File: config.mk
export PLATFORM = sky130hd
export DESIGN_NAME = linebuf_sched_flat
export DESIGN_NICKNAME = d
export VERILOG_FILES = /design/src/rtl/linebuf_pkg.sv /design/src/rtl/linebuf_sched_if.sv /design/src/rtl/rr_arb2.sv /design/src/rtl/linebuf_sched.sv /design/src/flat_wrapper.sv
export SDC_FILE = /design/constraint.sdc
export NUM_CORES = 1
export LEC_CHECK = 0
export CORE_MARGIN = 1
export CORE_UTILIZATION = 63
export DETAILED_ROUTE_END_ITERATION = 7
export PLACE_DENSITY = 0.86
export SLEW_MARGIN = 20
export SYNTH_ARGS = -nofsm -noshare
export SYNTH_HDL_FRONTEND = slang
export SYNTH_HIERARCHICAL = 1
export SYNTH_SLANG_ARGS = --single-unit
File: constraint.sdc
create_clock -name clk -period 6.1 [get_ports clk]
set_input_delay 1.22 -clock clk [delete_from_list [all_inputs] [get_ports clk]]
set_output_delay 1.22 -clock clk [all_outputs]
set_load 0.01 [all_outputs]
File: src/rtl/linebuf_pkg.sv
// Shared state type and elaboration helpers for the line-buffer scheduler.
// Build option LBS_WR_PRIORITY_EN (used in rr_arb2) selects fixed writer priority.
package linebuf_pkg;

    typedef enum logic [2:0] {
        IDLE  = 3'd0,
        FILL  = 3'd1,
        RUN   = 3'd2,
        DRAIN = 3'd3,
        DONE  = 3'd4
    } lbs_state_e;

    // Counter width able to hold values 0..n-1, never narrower than one bit
    function automatic int cnt_w(input int n);
        return (n <= 32'sd2) ? 32'sd1 : $clog2(n);
    endfunction

    function automatic bit is_pow2(input int n);
        return (n > 32'sd0) && ((n & (n - 32'sd1)) == 32'sd0);
    endfunction

    function automatic bit addr_fits(input int lines, input int img_w, input int addr_w);
        return (lines * img_w) <= (32'sd1 <<< addr_w);
    endfunction

endpackage

File: src/rtl/linebuf_sched_if.sv
// Request/grant handshake and BRAM-port bundle of the line-buffer scheduler.
// slave: the scheduler; master: the writer/reader/BRAM side.
interface linebuf_sched_if #(
    parameter int ADDR_W = 11
);
    logic              wr_req;
    logic              wr_gnt;
    logic              rd_req;
    logic              rd_gnt;
    logic [ADDR_W-1:0] bram_addr;
    logic              bram_en;
    logic              bram_we;
    logic [2:0]        rd_row;
    logic              win_ready;
    logic              frame_done;

    modport master (
        output wr_req, rd_req,
        input  wr_gnt, rd_gnt, bram_addr, bram_en, bram_we, rd_row, win_ready, frame_done
    );

    modport slave (
        input  wr_req, rd_req,
        output wr_gnt, rd_gnt, bram_addr, bram_en, bram_we, rd_row, win_ready, frame_done
    );
endinterface

File: src/rtl/rr_arb2.sv
// Two-requester arbiter; the loser of the last contended cycle wins the next one.
// With LBS_WR_PRIORITY_EN defined, requester 0 (writer) always wins and no pointer is kept.
module rr_arb2 (
    input  logic clk,
    input  logic reset,
    input  logic req0_i,
    input  logic req1_i,
    output logic gnt0_o,
    output logic gnt1_o
);
`ifdef LBS_WR_PRIORITY_EN
    logic unused_s;
    assign unused_s = clk ^ reset;

    // Fixed priority grant
    always_comb begin
        gnt0_o = req0_i;
        gnt1_o = req1_i && !req0_i;
    end
`else
    logic prio_q, prio_d;   // 1: requester 1 wins the next contention

    // Grant and pointer update
    always_comb begin
        gnt0_o = 1'b0;
        gnt1_o = 1'b0;
        prio_d = prio_q;
        if (req0_i && req1_i) begin
            if (prio_q) begin
                gnt1_o = 1'b1;
                prio_d = 1'b0;
            end else begin
                gnt0_o = 1'b1;
                prio_d = 1'b1;
            end
        end else begin
            gnt0_o = req0_i;
            gnt1_o = req1_i;
        end
    end

    // Pointer register
    always_ff @(posedge clk) begin
        if (reset) begin
            prio_q <= 1'b0;
        end else begin
            prio_q <= prio_d;
        end
    end
`endif
endmodule

File: src/rtl/linebuf_sched.sv
// Line-buffer BRAM port scheduler: grants writer/reader, generates addresses, tracks resident lines.
// Build option LBS_WR_PRIORITY_EN: writer wins every contention (see rr_arb2).
module linebuf_sched
    import linebuf_pkg::*;
#(
    parameter int IMG_W  = 256,
    parameter int IMG_H  = 256,
    parameter int LINES  = 4,
    parameter int WIN    = 3,
    parameter int ADDR_W = 11
) (
    input  logic           clk,
    input  logic           reset,
    input  logic           en,
    linebuf_sched_if.slave bus
);
    localparam int COL_W  = cnt_w(IMG_W);
    localparam int SLOT_W = cnt_w(LINES);
    localparam int LINE_W = cnt_w(IMG_H + 1);
    localparam int HELD_W = cnt_w(LINES + 1);
    localparam int ROW_W  = cnt_w(WIN);
    localparam bit STRIDE_POW2 = is_pow2(IMG_W);

    localparam logic [COL_W-1:0]  COL_LAST    = COL_W'(IMG_W - 1);
    localparam logic [SLOT_W-1:0] SLOT_LAST   = SLOT_W'(LINES - 1);
    localparam logic [SLOT_W:0]   SUM_LINES   = (SLOT_W + 1)'(LINES);
    localparam logic [ROW_W-1:0]  ROW_LAST    = ROW_W'(WIN - 1);
    localparam logic [LINE_W-1:0] LINE_LAST   = LINE_W'(IMG_H - 1);
    localparam logic [LINE_W-1:0] LINES_END   = LINE_W'(IMG_H);
    localparam logic [LINE_W-1:0] ROWS_END    = LINE_W'(IMG_H - WIN + 1);
    localparam logic [HELD_W-1:0] HELD_MAX    = HELD_W'(LINES);
    localparam logic [HELD_W-1:0] HELD_WIN    = HELD_W'(WIN);
    localparam logic [ADDR_W-1:0] LINE_STRIDE = ADDR_W'(IMG_W);

    lbs_state_e        state_q, state_d;
    logic [COL_W-1:0]  wr_col_q, wr_col_d, rd_col_q, rd_col_d;
    logic [SLOT_W-1:0] wr_slot_q, wr_slot_d, rd_base_q, rd_base_d;
    logic [LINE_W-1:0] wr_line_q, wr_line_d, rows_done_q, rows_done_d;
    logic [HELD_W-1:0] held_q, held_d;
    logic [ROW_W-1:0]  rd_r_q, rd_r_d;
    logic [ADDR_W-1:0] bram_addr_q, bram_addr_d;
    logic              bram_en_q, bram_en_d, bram_we_q, bram_we_d;
    logic [2:0]        rd_row_q, rd_row_d;

    logic              wr_elig_s, rd_elig_s, wr_gnt_s, rd_gnt_s;
    logic              wr_line_done_s, rd_row_done_s;
    logic [SLOT_W:0]   rd_sum_s;
    logic [SLOT_W-1:0] rd_slot_s;

    function automatic logic [SLOT_W-1:0] slot_inc(input logic [SLOT_W-1:0] slot);
        return (slot == SLOT_LAST) ? {SLOT_W{1'b0}} : slot + SLOT_W'(1);
    endfunction

    // Power-of-two line length turns slot*IMG_W into a shift
    function automatic logic [ADDR_W-1:0] slot_addr(input logic [SLOT_W-1:0] slot,
                                                    input logic [COL_W-1:0]  col);
        if (STRIDE_POW2) begin
            return (ADDR_W'(slot) << COL_W) | ADDR_W'(col);
        end else begin
            return ADDR_W'(slot) * LINE_STRIDE + ADDR_W'(col);
        end
    endfunction

    // Requester eligibility and ring slot of the current window row
    always_comb begin
        wr_elig_s = ((state_q == FILL) || (state_q == RUN)) &&
                    (held_q < HELD_MAX) && (wr_line_q < LINES_END);
        rd_elig_s = ((state_q == RUN) || (state_q == DRAIN)) &&
                    (held_q >= HELD_WIN) && (rows_done_q < ROWS_END);
        rd_sum_s  = (SLOT_W + 1)'(rd_base_q) + (SLOT_W + 1)'(rd_r_q);
        if (rd_sum_s >= SUM_LINES) begin
            rd_slot_s = SLOT_W'(rd_sum_s - SUM_LINES);
        end else begin
            rd_slot_s = SLOT_W'(rd_sum_s);
        end
    end

    rr_arb2 u_arb (
        .clk    (clk),
        .reset  (reset),
        .req0_i (bus.wr_req && wr_elig_s && en && !reset),
        .req1_i (bus.rd_req && rd_elig_s && en && !reset),
        .gnt0_o (wr_gnt_s),
        .gnt1_o (rd_gnt_s)
    );

    // Next state of the frame FSM, ring counters and BRAM-port registers
    always_comb begin
        state_d     = state_q;
        wr_col_d    = wr_col_q;
        wr_slot_d   = wr_slot_q;
        wr_line_d   = wr_line_q;
        rd_col_d    = rd_col_q;
        rd_r_d      = rd_r_q;
        rd_base_d   = rd_base_q;
        rows_done_d = rows_done_q;
        held_d      = held_q;
        bram_addr_d = bram_addr_q;
        bram_en_d   = 1'b0;
        bram_we_d   = bram_we_q;
        rd_row_d    = rd_row_q;
        wr_line_done_s = wr_gnt_s && (wr_col_q == COL_LAST);
        rd_row_done_s  = rd_gnt_s && (rd_r_q == ROW_LAST) && (rd_col_q == COL_LAST);

        if (en) begin
            bram_en_d = wr_gnt_s || rd_gnt_s;
            bram_we_d = wr_gnt_s;
            if (wr_gnt_s) begin
                bram_addr_d = slot_addr(wr_slot_q, wr_col_q);
                if (wr_col_q == COL_LAST) begin
                    wr_col_d  = {COL_W{1'b0}};
                    wr_slot_d = slot_inc(wr_slot_q);
                    wr_line_d = wr_line_q + LINE_W'(1);
                end else begin
                    wr_col_d = wr_col_q + COL_W'(1);
                end
            end else if (rd_gnt_s) begin
                bram_addr_d = slot_addr(rd_slot_s, rd_col_q);
                rd_row_d    = 3'(rd_r_q);
                if (rd_r_q != ROW_LAST) begin
                    rd_r_d = rd_r_q + ROW_W'(1);
                end else if (rd_col_q != COL_LAST) begin
                    rd_r_d   = {ROW_W{1'b0}};
                    rd_col_d = rd_col_q + COL_W'(1);
                end else begin
                    rd_r_d      = {ROW_W{1'b0}};
                    rd_col_d    = {COL_W{1'b0}};
                    rd_base_d   = slot_inc(rd_base_q);
                    rows_done_d = rows_done_q + LINE_W'(1);
                end
            end else begin
                bram_addr_d = bram_addr_q;
            end

            case ({wr_line_done_s, rd_row_done_s})
                2'b10:   held_d = held_q + HELD_W'(1);
                2'b01:   held_d = held_q - HELD_W'(1);
                default: held_d = held_q;
            endcase

            // Run starts as soon as the completing write makes a window resident
            case (state_q)
                IDLE:  state_d = FILL;
                FILL:  state_d = (held_d >= HELD_WIN) ? RUN : FILL;
                RUN:   state_d = (wr_line_done_s && (wr_line_q == LINE_LAST)) ? DRAIN : RUN;
                DRAIN: state_d = (rows_done_q == ROWS_END) ? DONE : DRAIN;
                DONE: begin
                    state_d     = FILL;
                    wr_col_d    = {COL_W{1'b0}};
                    wr_slot_d   = {SLOT_W{1'b0}};
                    wr_line_d   = {LINE_W{1'b0}};
                    rd_col_d    = {COL_W{1'b0}};
                    rd_r_d      = {ROW_W{1'b0}};
                    rd_base_d   = {SLOT_W{1'b0}};
                    rows_done_d = {LINE_W{1'b0}};
                    held_d      = {HELD_W{1'b0}};
                end
                default: state_d = IDLE;
            endcase
        end else begin
            bram_en_d = 1'b0;
        end
    end

    // FSM state, counters and registered BRAM-port outputs
    always_ff @(posedge clk) begin
        if (reset) begin
            state_q     <= IDLE;
            wr_col_q    <= {COL_W{1'b0}};
            wr_slot_q   <= {SLOT_W{1'b0}};
            wr_line_q   <= {LINE_W{1'b0}};
            rd_col_q    <= {COL_W{1'b0}};
            rd_r_q      <= {ROW_W{1'b0}};
            rd_base_q   <= {SLOT_W{1'b0}};
            rows_done_q <= {LINE_W{1'b0}};
            held_q      <= {HELD_W{1'b0}};
            bram_addr_q <= {ADDR_W{1'b0}};
            bram_en_q   <= 1'b0;
            bram_we_q   <= 1'b0;
            rd_row_q    <= 3'd0;
        end else begin
            state_q     <= state_d;
            wr_col_q    <= wr_col_d;
            wr_slot_q   <= wr_slot_d;
            wr_line_q   <= wr_line_d;
            rd_col_q    <= rd_col_d;
            rd_r_q      <= rd_r_d;
            rd_base_q   <= rd_base_d;
            rows_done_q <= rows_done_d;
            held_q      <= held_d;
            bram_addr_q <= bram_addr_d;
            bram_en_q   <= bram_en_d;
            bram_we_q   <= bram_we_d;
            rd_row_q    <= rd_row_d;
        end
    end

    assign bus.wr_gnt     = wr_gnt_s;
    assign bus.rd_gnt     = rd_gnt_s;
    assign bus.bram_addr  = bram_addr_q;
    assign bus.bram_en    = bram_en_q;
    assign bus.bram_we    = bram_we_q;
    assign bus.rd_row     = rd_row_q;
    assign bus.win_ready  = rd_elig_s;
    assign bus.frame_done = (state_q == DONE);

endmodule

File: src/flat_wrapper.sv
// flat-port wrapper written by rule: the top's interface ports become plain ports
module linebuf_sched_flat import linebuf_pkg::*;
#(
    parameter int IMG_W  = 256,
    parameter int IMG_H  = 256,
    parameter int LINES  = 4,
    parameter int WIN    = 3,
    parameter int ADDR_W = 11
)
  (clk, reset, en, bus_wr_req, bus_rd_req, bus_wr_gnt, bus_rd_gnt, bus_bram_addr, bus_bram_en, bus_bram_we, bus_rd_row, bus_win_ready, bus_frame_done);
  linebuf_sched_if #(.ADDR_W(ADDR_W)) bus_i ();
  input  logic clk;
  input  logic reset;
  input  logic en;
  input wire logic [$bits(bus_i.wr_req)-1:0] bus_wr_req;
  input wire logic [$bits(bus_i.rd_req)-1:0] bus_rd_req;
  output wire logic [$bits(bus_i.wr_gnt)-1:0] bus_wr_gnt;
  output wire logic [$bits(bus_i.rd_gnt)-1:0] bus_rd_gnt;
  output wire logic [$bits(bus_i.bram_addr)-1:0] bus_bram_addr;
  output wire logic [$bits(bus_i.bram_en)-1:0] bus_bram_en;
  output wire logic [$bits(bus_i.bram_we)-1:0] bus_bram_we;
  output wire logic [$bits(bus_i.rd_row)-1:0] bus_rd_row;
  output wire logic [$bits(bus_i.win_ready)-1:0] bus_win_ready;
  output wire logic [$bits(bus_i.frame_done)-1:0] bus_frame_done;
  assign bus_i.wr_req = bus_wr_req;
  assign bus_i.rd_req = bus_rd_req;
  assign bus_wr_gnt = bus_i.wr_gnt;
  assign bus_rd_gnt = bus_i.rd_gnt;
  assign bus_bram_addr = bus_i.bram_addr;
  assign bus_bram_en = bus_i.bram_en;
  assign bus_bram_we = bus_i.bram_we;
  assign bus_rd_row = bus_i.rd_row;
  assign bus_win_ready = bus_i.win_ready;
  assign bus_frame_done = bus_i.frame_done;
  linebuf_sched #(.IMG_W(IMG_W), .IMG_H(IMG_H), .LINES(LINES), .WIN(WIN), .ADDR_W(ADDR_W)) u_core (.clk(clk), .reset(reset), .en(en), .bus(bus_i));
endmodule
==> reports/summary.txt, run 1 <==
Final ANT Viol Nets = 0
Placement Setup Slack = 0.870 ns
max_slew headroom = 34.2%
die width = 73.4 um
Leak = 1.26 nW
Sink Count = 61
fill cell count = 366
critical path class = primary input to output pin
CTS tree = yes
Setup TNS Final = 0 ns
Syn Inst Count = 374
total CTS buffers = 9
status = completed
Main synth FF type = dfxtp_1
GRT Overall Usage = 31.1%
crit end category = output pin
via count of the first global-routing pass = 2762
RSZ-0062 raised after global routing = no
simple-gate portion of the synthesized area = 25.3%
Area growth syn-to-layout = 15.1%
clk slew on worst S/H paths = 0.07 ns
f_max = 191 MHz
global routing usage on met3 = 9.19%
Synth warnings = 6
Routed wire per std cell = 16.4 um
Total Die Area = 0.00539 mm^2
Post-DP HPWL = 5.00 mm
xor/xnor cell area share of the yosys netlist = 3.54%
crit path buf inv count = 2
post-synthesis compound-gate area fraction = 19.2%
H-tree depth = 3
Diodes inserted = 0
pin count of the biggest net entering global routing = 29
count of final hold-check violations = 0
synth unique cells = 56
max incr delay on CP = 0.88 ns
commonest non-fill, non-tap cells in the layout = dfxtp_1 (61), a21oi_1 (35), nor2_1 (27)
vias per inst = 6.38
Avg Inst Size Synth = 8.59 um^2
minimum clock period = 5.24 ns
drt total wl = 7.56 mm
post-synthesis mux area share = 4.36%
worst slew pin tran = 0.978 ns
routed via count = 2946
Max Cap Viol = 0
PortBufs = 22
Pre-antenna DRT Iters = 8
# Post-CTS Setup Buffers = 0
crit path max-delay cell type = clkdlybuf4s50_1
initial antenna violation count = 0
total congestion overflow = 0
Setup WS post-layout = 0.858 ns
pwr dens = 236 mW/mm^2
I/O pins = 25
global-route met1 utilization = 36.2%
Max Fanout on Critical Path = 21
number of synthesized flops with an enable pin = 0
sequential share of the synthesized area = 38.0%
Worst EP arrival = 4.02 ns
first-pass GRT wire length = 12.7 mm
Worst Path Required = 4.88 ns
met2 usage = 53.2%
commonest non-fill, non-tap cell in the layout = dfxtp_1
Crit path max-delay family = buffers and inverters
Most common cell on crit path = clkdlybuf4s50_1
Clock Latency Late Sink = 0.34 ns
main combinational cell family by area after synthesis = simple AND/OR/NAND/NOR gates
CORE AREA = 0.00482 mm^2
Chip Height = 73.4 um
Clock Path Buffers = 2
Initial Utilization = 66.7%
CP Cell Sequence = clkdlybuf4s50_1 > nor3b_1 > and4_1 > a21boi_0 > clkdlybuf4s50_1
Post-Syn Area = 0.00321 mm^2
crit path launch type = primary input
post-synthesis adder-cell area fraction = 4.52%
# rows = 25
hold buffer count at cts = 0
# setup viols final = 0
worst hold-check path type = flip-flop to flip-flop
post-CTS sizing = 0
Max Slew Vio Count = 0
Synth Register Bits = 61
maximum VDD drop = 185 uV
fraction of layout cells with a size suffix above 1 = 7.34%
Worst Skew = 0.00754 ns
Final nets = 406
Post-route DRC = 0
busiest grt layer = met2
routability cong. = 0.864
async set-reset flop share out of synthesis = 0%
drt initial violations = 185
final worst path period share = 85.9%
CTS Root Cell = clkbuf_8
==> flip-flops by register name, indices dropped and copies added (netlist names) <==
| register | count |
|---|---|
| u_core/bus.bram_addr | 10 |
| u_core/bus.bram_en | 1 |
| u_core/bus.bram_we | 1 |
| u_core/bus.rd_row | 2 |
| u_core/held_q | 3 |
| u_core/rd_base_q | 2 |
| u_core/rd_col_q | 8 |
| u_core/rd_r_q | 2 |
| u_core/rows_done_q | 9 |
| u_core/state_q | 3 |
| u_core/u_arb/prio_q | 1 |
| u_core/wr_col_q | 8 |
| u_core/wr_line_q | 9 |
| u_core/wr_slot_q | 2 |
==> cell usage after synthesis, types with 2 or more instances <==
library cell  number  area (um^2)
a21oi_1           35          175
o211ai_1           5         37.5
xnor2_1            2         17.5
a21boi_0           2         15.0
mux2i_1           14          140
xor2_1            11         96.3
ha_1              10          125
nor3_1             8         40.0
buf_2              5         25.0
dfxtp_1           61         1220
and4_1             7         61.3
o22ai_1            2         12.5
and3_1             9         56.3
a211oi_1          10         75.1
nand2b_1           4         25.0
nand2_1           22         82.6
clkbuf_1          12         45.0
o21ai_0           20          100
inv_1             11         41.3
a31oi_1            2         12.5
o31ai_1           10         75.1
nand4_1           13         81.3
and4bb_2           2         25.0
or3_1             10         62.6
nor3b_1            2         15.0
buf_4              2         15.0
or4_1              8         60.1
nand3_1           11         55.1
nor4_1             2         12.5
buf_1              2         7.51
nand3b_1           8         60.1
nor2_1            28          105
==> per-stage QoR <==
step | utilization, % | total power, mW | cells | cell area [um^2] | hold WS (ns)
CTS | 76.7 | 0.878 | 462 | 3690 | 0.460
global route | 76.8 | 0.903 | 462 | 3700 | 0.480
global placement | 71.6 | 0.454 | 446 | 3450 | 0.444
floorplan | - | 0.443 | 375 | 3220 | 0.454
finish | 76.8 | 0.872 | 462 | 3700 | 0.463
detailed placement | 71.6 | 0.455 | 446 | 3450 | 0.450
==> report_power, final <==
part	total, mW	leakage [nW]	internal [mW]	switching (mW)
Sequential	0.407	0.492	0.402	0.00487
Combinational	0.0400	0.638	0.0162	0.0238
Clock	0.424	0.126	0.274	0.151
==> worst reg2reg max path: cells and delay by family, from the launching register on <==
kind | cells | cell delay (ns)
flops | 1 | 0.35
simple gates | 5 | 1.36
fa+ha+maj | 2 | 0.72
compound gates | 5 | 2.19
==> path summary, 6_finish.rpt <==
path	slack [ns]	start	endpoint	cells past startpoint
max	0.86	reset	bus_rd_gnt	5
min	0.46	u_core/bus.bram_we	u_core/bus.bram_we	2
max reg2reg	1.38	u_core/rows_done_q[4]	u_core/state_q[1]	12
min reg2reg	0.46	u_core/bus.bram_we	u_core/bus.bram_we	2
==> area by class of cell <==
class,count,area (um^2),share of cell area (%)
timing repair buffer,26,250,6.77
clock inverter,3,65.1,1.76
clock buffer,13,179,4.84
multi-input combinational,280,1840,49.8
tap,67,83.8,2.27
inverter,12,57.6,1.56
sequential,61,1220,33.0
==> per-layer routing <==
layer,vias up,wire (um)
li1,1420,-
met1,1368,3040
met2,131,3800
met3,27,491
met4,0,234
met5,-,0
==> logic make-up after synthesis <==
logic type	Yosys count
flip-flops	61
AND/OR/NAND/NOR	142
buffers and inverters	34
other	1
multiplexers	14
XOR/XNOR	13
adder cells (fa/ha/maj)	11
AO/OA/AOI/OAI	98
(Power assumes the default switching activity.)
==> inputs of run 2 (changes only) <==
Settings changed: RECOVER_POWER set to 25, SLEW_MARGIN 20 to unset.
==> run 2 against run 1 <==
- routed wire length increased by 1.2%
- critical path type unchanged
- maximum frequency is 1.1% lower
- die area did not move
==> reports/summary.txt, run 2 (synthesized netlist as in run 1, its figures left out) <==
GRT Overall Usage = 31.1% (unchanged)
Max Slew Vio Count = 0 (unchanged)
Crit path max-delay family = buffers and inverters
Largest register FFs = 10 (unchanged)
commonest non-fill, non-tap cells in the layout = dfxtp_1 (61), a21oi_1 (35), nor2_1 (28)
maximum VDD drop = 185 uV (about the same)
minimum clock period = 5.30 ns (+0.0599 ns)
# Post-CTS Setup Buffers = 0 (unchanged)
Int Power = 0.691 mW (-0.17%)
post-placement cell count = 446 (unchanged)
non-filler instance count after layout = 462 (unchanged)
Initial Utilization = 66.7% (unchanged)
final worst path period share = 86.9% (+0.98 points)
routability cong. = 0.864 (unchanged)
via count of the first global-routing pass = 2762 (unchanged)
pwr dens = 237 mW/mm^2 (+0.38%)
Final ANT Viol Nets = 0 (unchanged)
critical path class = primary input to output pin
Clock Latency Late Sink = 0.34 ns (about the same)
Gate power share = 4.4% (-0.2 points)
Worst EP arrival = 4.08 ns (+0.06 ns)
flop2flop setup slack = 1.38 ns (about the same)
Total Die Area = 0.00539 mm^2 (unchanged)
total congestion overflow = 0 (unchanged)
CTS tree = yes
I/O pins = 25 (unchanged)
Net Sw Power = 0.179 mW (+0.16%)
CORE AREA = 0.00482 mm^2 (unchanged)
pin count of the biggest net entering global routing = 29 (unchanged)
crit path launch type = primary input
Post-DP HPWL = 5.00 mm (unchanged)
Clock Path Buffers = 2 (unchanged)
Area growth syn-to-layout = 14.5%
clk slew on worst S/H paths = 0.07 ns (about the same)
CP Cell Sequence = dlygate4sd3_1 > nor3b_1 > and4_1 > a21boi_0 > clkdlybuf4s50_1
Setup TNS Final = 0 ns (unchanged)
Chip Height = 73.4 um (unchanged)
CTS Root Cell = clkbuf_8
count of final hold-check violations = 0 (unchanged)
drt total wl = 7.66 mm (+1.2%)
crit end category = output pin
die width = 73.4 um (unchanged)
RSZ-0062 raised after global routing = no
part of the power in the clock network = 48.8% (about the same)
PortBufs = 22 (unchanged)
Leak = 1.29 nW (+2.8%)
drt initial violations = 199 (+7.6%)
max incr delay on CP = 0.95 ns (+0.07 ns)
initial antenna violation count = 0 (unchanged)
# rows = 25 (unchanged)
worst slew pin tran = 1.13 ns (+0.152 ns)
vias per inst = 6.43 (+0.78%)
max_slew headroom = 24.7% (-9.5 points)
crit path max-delay cell type = dlygate4sd3_1
Routed wire per std cell = 16.6 um (+1.2%)
hold buffer count at cts = 0 (unchanged)
crit path buf inv count = 2 (unchanged)
Sw Share = 20.6% (+0.054 points)
total CTS buffers = 9 (unchanged)
Post-route DRC = 0 (unchanged)
# setup viols final = 0 (unchanged)
Diodes inserted = 0 (unchanged)
sequential share of power = 46.8% (about the same)
post-CTS sizing = 0 (unchanged)
Max Fanout on Critical Path = 21 (unchanged)
status = completed
Worst Skew = 0.00782 ns (+0.000285 ns)
Worst Path Required = 4.88 ns (about the same)
H-tree depth = 3 (unchanged)
Final nets = 406 (unchanged)
Sink Count = 61 (unchanged)
commonest non-fill, non-tap cell in the layout = dfxtp_1
f_max = 189 MHz (-1.1%)
routed via count = 2969 (+0.78%)
Pre-antenna DRT Iters = 6 (-2)
worst hold-check path type = flip-flop to flip-flop
first-pass GRT wire length = 12.7 mm (unchanged)
Max Cap Viol = 0 (unchanged)
fraction of layout cells with a size suffix above 1 = 6.84% (-0.51 points)
## run 2: changes by cell type in the layout (fill, tap and decap cells not counted), sizes merged
cell           delta
buf               -1
clkbuf            +1
clkinv            -1
dlygate4sd3      +15
clkdlybuf4s50    -15
clkinvlp          +1
## run 2: final cells by class
class	instances	area, um^2
clock buffer	13	179
clock inverter	3	65.1
fill	370	1140
inverter	12	46.3
multi-input combinational	280	1840
sequential	61	1220
tap	67	83.8
timing repair buffer	26	246
## run 2: final timing paths
kind                                           end             startpoint  cells after the start
worst max-delay path                    bus_rd_gnt                  reset                      5
worst min-delay path            u_core/bus.bram_we     u_core/bus.bram_we                      2
worst max register to register   u_core/state_q[1]  u_core/rows_done_q[4]                     12
worst min register to register  u_core/bus.bram_we     u_core/bus.bram_we                      2
## run 2: worst register-to-register path: stages, from the launching register on
cell       delay, ns
dfxtp_1         0.35
and4_1          0.24
and3_1          0.20
a2111oi_0       0.61
and4b_1         0.38
a21boi_0        0.80
nand3b_1        0.23
nor3_1          0.31
ha_1            0.26
fa_1            0.45
a22o_1          0.26
a221oi_1        0.38
o21ai_0         0.14
## run 2: power by group through the flow
stage	registers [mW]	clock network [mW]	logic, mW
after detailed placement	0.416	0	0.0390
after floorplan	0.415	0	0.0281
after global placement	0.416	0	0.0387
after CTS	0.407	0.432	0.0394
after global routing	0.408	0.452	0.0424
final	0.407	0.425	0.0387
## run 2: metal layers
metal | vias to the layer above | routed length [um] | global-route usage, %
li1 | 1423 | - | -
met1 | 1385 | 3130 | 36.2
met4 | 0 | 207 | 12.8
met5 | - | 0 | 0
met3 | 26 | 492 | 9.19
met2 | 135 | 3820 | 53.2
## run 2: metrics by stage
stage | hold slack (ns) | instance area (um^2) | util, % | worst slack (ns) | total power [mW]
2_1_floorplan | 0.454 | 3220 | - | 1.44 | 0.443
3_3_place_gp | 0.444 | 3450 | 71.6 | 1.03 | 0.454
3_5_place_dp | 0.450 | 3450 | 71.6 | 0.870 | 0.455
4_1_cts | 0.460 | 3690 | 76.7 | 0.961 | 0.878
5_1_grt | 0.477 | 3680 | 76.4 | 0.681 | 0.902
6_report | 0.460 | 3680 | 76.4 | 0.798 | 0.871
==> inputs of run 3 (changes only) <==
Settings changed: CAP_MARGIN set to 15, GPL_ROUTABILITY_DRIVEN set to 0.
==> results of run 3 <==
No change in the layout: final DEF, timing and power equal those of run 2.
